$ cat src/rtl/mdu_sequencer.sv
// Multi-cycle MULT/MULTU/DIV/DIVU sequencer driving an external shared add/sub unit.
// Define MDU_EARLY_OUT_EN to skip the iteration phase for zero operands / zero divisor.
module mdu_sequencer #(
    parameter int WIDTH = 32,
    parameter int ITERS = WIDTH
) (
    input  logic             clk,
    input  logic             rst,
    input  logic             start,
    input  logic [1:0]       op,
    input  logic [WIDTH-1:0] src_a,
    input  logic [WIDTH-1:0] src_b,
    output logic             busy,
    output logic             done,
    output logic [WIDTH-1:0] hi,
    output logic [WIDTH-1:0] lo,
    output logic [WIDTH-1:0] add_a,
    output logic [WIDTH-1:0] add_b,
    output logic             add_flag,
    input  logic [WIDTH-1:0] add_sum
);

    localparam int CW = $clog2(ITERS);
    localparam logic [1:0] OP_MULT = 2'b00;
    localparam logic [1:0] OP_DIV  = 2'b10;

    typedef enum logic [2:0] {
        S_IDLE,
        S_PREP,
        S_ITER,
        S_FIX,
        S_DONE
    } state_t;

    state_t           state_q, state_d;
    logic [1:0]       op_q, op_d;
    logic [WIDTH-1:0] a_q, a_d;
    logic [WIDTH-1:0] b_q, b_d;
    logic [WIDTH-1:0] acc_hi_q, acc_hi_d;
    logic [WIDTH-1:0] acc_lo_q, acc_lo_d;
    logic [WIDTH-1:0] opnd_q, opnd_d;
    logic [CW-1:0]    cnt_q, cnt_d;
    logic             sign_q_q, sign_q_d;
    logic             sign_r_q, sign_r_d;
    logic [WIDTH-1:0] hi_q, hi_d;
    logic [WIDTH-1:0] lo_q, lo_d;

    logic             is_signed, is_div;
    logic [WIDTH-1:0] mag_a, mag_b;
    logic [WIDTH-1:0] sh_rem;
    logic             msb_out, borrow, carry;
    logic [WIDTH:0]   mul_next;
    logic [2*WIDTH-1:0] prod;
    logic [WIDTH-1:0] quo, rem;

    assign is_signed = ~op_q[0];
    assign is_div    = op_q[1];
    assign mag_a     = (is_signed && a_q[WIDTH-1]) ? -a_q : a_q;
    assign mag_b     = (is_signed && b_q[WIDTH-1]) ? -b_q : b_q;

    // Restoring-divide view: {rem, dvd} shifted left by one before the trial subtract.
    assign sh_rem  = {acc_hi_q[WIDTH-2:0], acc_lo_q[WIDTH-1]};
    assign msb_out = acc_hi_q[WIDTH-1];
    assign borrow  = (~sh_rem[WIDTH-1] & opnd_q[WIDTH-1])
                   | (~(sh_rem[WIDTH-1] ^ opnd_q[WIDTH-1]) & add_sum[WIDTH-1]);
    assign carry   = (acc_hi_q[WIDTH-1] & opnd_q[WIDTH-1])
                   | ((acc_hi_q[WIDTH-1] | opnd_q[WIDTH-1]) & ~add_sum[WIDTH-1]);
    assign mul_next = acc_lo_q[0] ? {carry, add_sum} : {1'b0, acc_hi_q};

    assign hi = hi_q;
    assign lo = lo_q;

    // Adder operands depend on registered state only, so add_sum never loops back here.
    always_comb begin
        add_a    = '0;
        add_b    = '0;
        add_flag = 1'b1;
        if (state_q == S_ITER) begin
            add_b = opnd_q;
            if (is_div) begin
                add_a    = sh_rem;
                add_flag = 1'b0;
            end else begin
                add_a = acc_hi_q;
            end
        end
    end

    always_comb begin
        state_d  = state_q;
        op_d     = op_q;
        a_d      = a_q;
        b_d      = b_q;
        acc_hi_d = acc_hi_q;
        acc_lo_d = acc_lo_q;
        opnd_d   = opnd_q;
        cnt_d    = cnt_q;
        sign_q_d = sign_q_q;
        sign_r_d = sign_r_q;
        hi_d     = hi_q;
        lo_d     = lo_q;
        busy     = 1'b0;
        done     = 1'b0;
        prod     = {acc_hi_q, acc_lo_q};
        quo      = acc_lo_q;
        rem      = acc_hi_q;
        case (state_q)
            S_IDLE: begin
                if (start) begin
                    op_d    = op;
                    a_d     = src_a;
                    b_d     = src_b;
                    state_d = S_PREP;
                end
            end
            S_PREP: begin
                busy     = 1'b1;
                acc_hi_d = '0;
                acc_lo_d = is_div ? mag_a : mag_b;
                opnd_d   = is_div ? mag_b : mag_a;
                sign_q_d = is_signed & (a_q[WIDTH-1] ^ b_q[WIDTH-1]);
                sign_r_d = is_signed & a_q[WIDTH-1];
                cnt_d    = CW'(ITERS - 1);
                state_d  = S_ITER;
`ifdef MDU_EARLY_OUT_EN
                if ((!is_div && (a_q == '0 || b_q == '0)) || (is_div && b_q == '0)) begin
                    acc_lo_d = '0;
                    state_d  = S_FIX;
                end
`endif
            end
            S_ITER: begin
                busy  = 1'b1;
                cnt_d = cnt_q - 1'b1;
                if (cnt_q == '0) state_d = S_FIX;
                if (is_div) begin
                    if (msb_out | ~borrow) begin
                        acc_hi_d = add_sum;
                        acc_lo_d = {acc_lo_q[WIDTH-2:0], 1'b1};
                    end else begin
                        acc_hi_d = sh_rem;
                        acc_lo_d = {acc_lo_q[WIDTH-2:0], 1'b0};
                    end
                end else begin
                    acc_hi_d = mul_next[WIDTH:1];
                    acc_lo_d = {mul_next[0], acc_lo_q[WIDTH-1:1]};
                end
            end
            S_FIX: begin
                busy = 1'b1;
                if (is_div) begin
                    if (op_q == OP_DIV && sign_q_q) quo = -acc_lo_q;
                    if (op_q == OP_DIV && sign_r_q) rem = -acc_hi_q;
                    if (b_q == '0) begin
                        quo = '1;
                        rem = a_q;
                    end
                    hi_d = rem;
                    lo_d = quo;
                end else begin
                    if (op_q == OP_MULT && sign_q_q) prod = -{acc_hi_q, acc_lo_q};
                    hi_d = prod[2*WIDTH-1:WIDTH];
                    lo_d = prod[WIDTH-1:0];
                end
                state_d = S_DONE;
            end
            S_DONE: begin
                done    = 1'b1;
                state_d = S_IDLE;
            end
            default: state_d = S_IDLE;
        endcase
    end

    always_ff @(posedge clk) begin
        if (rst) begin
            state_q  <= S_IDLE;
            op_q     <= '0;
            a_q      <= '0;
            b_q      <= '0;
            acc_hi_q <= '0;
            acc_lo_q <= '0;
            opnd_q   <= '0;
            cnt_q    <= '0;
            sign_q_q <= 1'b0;
            sign_r_q <= 1'b0;
            hi_q     <= '0;
            lo_q     <= '0;
        end else begin
            state_q  <= state_d;
            op_q     <= op_d;
            a_q      <= a_d;
            b_q      <= b_d;
            acc_hi_q <= acc_hi_d;
            acc_lo_q <= acc_lo_d;
            opnd_q   <= opnd_d;
            cnt_q    <= cnt_d;
            sign_q_q <= sign_q_d;
            sign_r_q <= sign_r_d;
            hi_q     <= hi_d;
            lo_q     <= lo_d;
        end
    end

endmodule

$ cat config.mk
export PLATFORM = sky130hd
export DESIGN_NAME = mdu_sequencer
export DESIGN_NICKNAME = d
export VERILOG_FILES = /design/src/rtl/mdu_sequencer.sv
export SDC_FILE = /design/constraint.sdc
export NUM_CORES = 1
export LEC_CHECK = 0
export CORE_MARGIN = 4
export CORE_UTILIZATION = 35
export CTS_BUF_LIST = sky130_fd_sc_hd__clkbuf_4
export DETAILED_ROUTE_END_ITERATION = 6
export PLACE_DENSITY_LB_ADDON = 0.25
export SYNTH_ARGS = -nofsm -noshare
export SYNTH_HDL_FRONTEND = slang
export SYNTH_SLANG_ARGS = --single-unit
$ cat constraint.sdc
create_clock -name clk -period 3.3 [get_ports clk]
set_clock_uncertainty 0.2 [all_clocks]
set_input_delay 0.825 -clock clk [delete_from_list [all_inputs] [get_ports clk]]
set_output_delay 0.825 -clock clk [all_outputs]
set_load 0.005 [all_outputs]
Word-level counts from Yosys, hierarchy flattened
Index checks and enable logic that the tools add are counted.

operators by class
  add/subtract/negate cells = 6
  equal/unequal tests = 7
  mux-type cells = 29
  bitwise logic cells = 17
  reductions and logical operators = 13

operators by type and width
  cell                                                                number
  32-bit 2-to-1 mux                                                   16
  32-bit negation                                                     4
  32-bit case mux with 2 select lines                                 2
  64-bit 2-to-1 mux                                                   1
  64-bit negation                                                     1
  33-bit 2-to-1 mux                                                   1
  32-bit logical NOT                                                  1
  3-bit case mux with 4 select lines                                  1
  5-bit case mux with 2 select lines                                  1
  1-bit bitwise AND                                                   6
  3-bit by 2-bit == test with 1-bit output, second input constant     2
  3-bit 2-to-1 mux                                                    2
  1-bit logical AND                                                   5
  5-bit logical NOT                                                   1
  1-bit 2-to-1 mux                                                    5
  1-bit NOT                                                           5
  5-bit by 1-bit subtractor with 5-bit output, second input constant  1
  1-bit bitwise OR                                                    4
  2-bit AND reduction                                                 2
  3-bit by 1-bit == test with 1-bit output, second input constant     1
  3-bit == test, second input constant                                1
  3-bit logical NOT                                                   1
  3-bit OR reduction                                                  1
  2-bit == test, second input constant                                1
  other kinds (5)                                                     6

word-level totals
  bits in registers = 236

Logic depth before layout (Yosys ltp)
Gate-level depths: netlist of the first run.

  depth in word-level cells = 9
  gate-level depth with buffers = 12
  mapped depth without buffers = 9

Worst setup path after synthesis of the first run
No wires, ideal clock.

  path kind = reg-to-output
  start = register op_q[1]
  end = output port add_a[10]
  arrival time = 1930 ps
  setup slack = 345 ps
  stages on the path, launching flop included = 7
  path buffers = 4
  path through = dfxtp_1 > clkbuf_1 > clkbuf_1 > clkbuf_1 > clkbuf_1 > mux2i_1 > nor2_1

between the ends
  word-level cells in the longest chain between the ends = 2

RTL lines
  item                    RTL line  text
  start, declared         36        logic [1:0] op_q, op_d;
  start signal, assigned  191       op_q <= op_d;
  32-bit 2-to-1 mux       80        if (is_div) begin
  32-bit 2-to-1 mux       78        if (state_q == S_ITER) begin
  end, declared           17        output logic [WIDTH-1:0] add_a,

No other way between the ends.

Worst setup path in the final report of the first run
  start = register state_q[2]
  end = output port add_a[25]

between the ends
  word-level cells in the longest chain between the ends = 2

RTL lines
  item                                      RTL line  text
  start, declared                           35        state_t state_q, state_d;
  start signal, assigned                    190       state_q <= state_d;
  3-bit by 2-bit == test with 1-bit output  78
  32-bit 2-to-1 mux                         78

No other way between the ends.

==> out/metrics.cfg, run 1 <==
[clocking]
worstSkewPairLatency_ps = 720
cts-root-buf = clkbuf_4
cts_tree = built
clockBufferDepth = 3
clkSinkCount = 236
clk_pin_slew_ps = 60
cts_buffers = 67
h-tree-depth = 3
cts_hold_buf = 0

[hold_path]
hp-start = rst
hp-class = primary input to register
holdPathStages = 2
hold_path_end = acc_lo_q[16]$_SDFFE_PP0P_

[grt]
grt_pass1_vias = 14900
grt_max_degree = 125
grt_overflow = 0
grt_antenna_before_repair = 1
grt_usage = 0.241
grt_pass1_wl_um = 89100

[placement]
port_buffers = 231
post_dp_cell_area_um2 = 18000
place.gp.congestion = 0.908
dp_hpwl_um = 42300

[worst_setup_path]
cp.required_ps = 2270
crit_type = register to output pin
startpoint_type = register
cp-end-kind = output pin
cp.arrival_ps = 2250
reg2reg_from = b_q[0]$_SDFFE_PP0P_
r2r_cells = 11
regToRegSetupSlack_ps = 230
path_max_fanout = 5
rr_endpoint = lo[20]$_SDFFE_PP0P_

[die]
core_area_um2 = 42100
die_area_um2 = 46200
start_util = 0.356
die_w_um = 215
die_h_um = 215
rows = 75
ioPinCount = 232

[sta]
relSlewSlack = 0.352
fmax_mhz = 305
hold_slack_ps = 190
tightest_slew_ps = 972
hold_viol = 0
slew_viol_final = 0
rsz0062_at_grt = true
finalSetupViolations = 0
fin_crit_ps = 3280
min_period_over_period = 0.993

[final_layout]
final_cell_mix = 286 x nand2_1, 274 x nor2_1, 229 x dfxtp_1, 189 x clkdlybuf4s50_1, 182 x a21oi_1
multi_input_area_um2 = 9470
drive_gt1_frac = 0.123
final_common_cell = nand2_1
regArea_um2 = 4740
fill_cells = 4234
syn2layout_area_growth_pct = 27.0
stdcell_area_um2 = 19100
nNetsFinal = 2312

[logic_synthesis]
postSynthCellCount = 1997
synth-seq-cells = 236
synthesis.nets = 2104
yosysSeqAreaShare = 0.315
synth_cell_types = 77
ys_warn_count = 0
synth_ff_type = dfxtp_1
ys_async_sr_fraction = 0
synth_area_um2 = 15000
synth-edff-count = 0
synth_area_per_cell_um2 = 7.51

[detailed_routing]
via_per_inst = 5.65
drt_pass1_iterations = 6
drt_iter0_drc = 1330
remaining_drc_errors = 0
final_antenna_net_count = 0
wl_per_cell_um = 21.1
wl_um = 58800
vias = 15700

[power]
switchingPower_mw = 3.43
clkPwrFrac = 0.299
ir_drop_mv = 0.220
p_comb_frac = 0.330
p_sw_frac = 0.383
p_leak_nw = 7.55
pwr-share-seq = 0.370
p_per_area_nw_per_um2 = 470
p_int_mw = 5.53

[outcome]
status = finished clean

[job]
cap_viol_max_count = 0

[worst max-delay path: stages (launching register included)]
cell and delay (ps):
dfxtp_1 340, nor2_4 230, buf_4 200, nand2_4 100, nor2_1 130, clkdlybuf4s50_1 530
[timing repair]
item	CTS	global route
pin swaps	1	4
cloned	0	1
setup buffers	7	6
endpoints found under the hold margin	0	0
endpoints found under the setup margin	64	42
resized for setup	39	31
[cells in the mapped netlist, types with 5 or more instances]
master      n  area share
a31o_2     10      0.0058
nor4_2      5      0.0042
a31oi_1    32       0.013
o31ai_1    14      0.0070
a32oi_1    31       0.018
mux2i_1   115       0.077
a21o_1      5      0.0025
inv_1      25      0.0063
nand3_1    19      0.0063
and2_1      9      0.0038
ha_1        6      0.0050
xor2_1     67       0.039
nor2_1    276       0.069
mux2_2     15       0.011
buf_1      20      0.0050
nor3_1     33       0.011
o21ai_0    44       0.015
or3_1       5      0.0021
a21oi_1   183       0.061
o221ai_1    7      0.0041
nand2_1   288       0.072
buf_2      16      0.0053
o22a_1      9      0.0053
a211oi_1   22       0.011
o211ai_1   17      0.0085
nor4_1     20      0.0083
o21ai_1    16      0.0053
xnor2_1    78       0.046
dfxtp_1   236        0.31
nand2b_1    9      0.0038
and3_1     37       0.015
nor3b_1     6      0.0030
o41ai_1    12      0.0070
o22ai_1    31       0.013
clkbuf_1  162       0.041
or4_1      10      0.0050
a311oi_1   21       0.012
a222oi_1   14      0.0093
[registers in the layout, indices dropped and copies added (netlist names)]
name / count
a_q: 32
acc_hi_q: 32
acc_lo_q: 32
b_q: 32
hi: 32
lo: 32
opnd_q: 32
cnt_q: 5
state_q: 3
op_q: 2
sign_q_q: 1
sign_r_q: 1
[cell type report]
class | instances | share of cell area
clock buffer | 86 | 0.0339
sequential | 236 | 0.249
inverter | 25 | 0.00492
timing repair buffer | 340 | 0.173
clock inverter | 22 | 0.00729
tap | 539 | 0.0354
multi-input combinational | 1535 | 0.497
antenna | 1 | 0.000131
[worst max-delay path by stage]
stage | startpoint | endpoint | slack (ps)
2_1_floorplan | op_q[1]$_SDFFE_PP0P_ | add_a[10] | 340
3_3_place_gp | add_sum[31] | acc_lo_q[0]$_SDFFE_PP0P_ | 400
3_5_place_dp | acc_lo_q[1]$_SDFFE_PP0P_ | hi[4]$_SDFFE_PP0P_ | 290
4_1_cts | op_q[1]$_SDFFE_PP0P_ | add_a[28] | -20
5_1_grt | state_q[0]$_SDFFE_PP0P_ | add_a[25] | -40
6_report | state_q[2]$_SDFFE_PP0P_ | add_a[25] | 20
[cell families (layout without fill, tap and decap cells)]
| logic type | Yosys count | after routing | share of synthesized area |
|---|---|---|---|
| fa+ha+maj | 7 | 7 | 0.00567 |
| compound gates | 504 | 504 | 0.221 |
| buf+inv | 227 | 473 | 0.0599 |
| xor+xnor | 145 | 145 | 0.0847 |
| mux | 131 | 131 | 0.0895 |
| simple gates | 747 | 748 | 0.224 |
| other cells | 0 | 1 | 0 |
| flops | 236 | 236 | 0.315 |
[layer usage]
metal / part of all wire / GRT usage / vias to the layer above
li1: - / - / 7543
met1: 0.46 / 0.348 / 7448
met2: 0.43 / 0.366 / 638
met3: 0.074 / 0.0486 / 87
met4: 0.027 / 0.0698 / 0
met5: 0 / 0 / -
[through the flow]
step | utilization | TNS (ps) | cells | power [mW] | setup slack (ps)
2_1_floorplan | - | 0 | 1997 | 5.11 | 345
3_3_place_gp | 0.427 | 0 | 2661 | 6.19 | 404
3_5_place_dp | 0.427 | 0 | 2661 | 6.21 | 289
4_1_cts | 0.449 | -20.4 | 2776 | 8.95 | -20.4
5_1_grt | 0.452 | -241 | 2784 | 9.45 | -38.3
6_report | 0.452 | 0 | 2784 | 8.96 | 23.7
[power by group through the flow]
stage,clock network (mW),registers [mW],logic (mW)
2_1_floorplan,0,3.23,1.88
3_3_place_gp,0,3.37,2.82
3_5_place_dp,0,3.38,2.84
4_1_cts,2.75,3.31,2.90
5_1_grt,2.90,3.34,3.20
6_report,2.68,3.32,2.96
(Power assumes the default switching activity.)
==> run 2, diff against run 1 <==
Settings changed: CTS_CLUSTER_SIZE set to 24.
==> results of run 2 <==
Same layout as run 1: the final DEF is identical, and so are final timing and power.
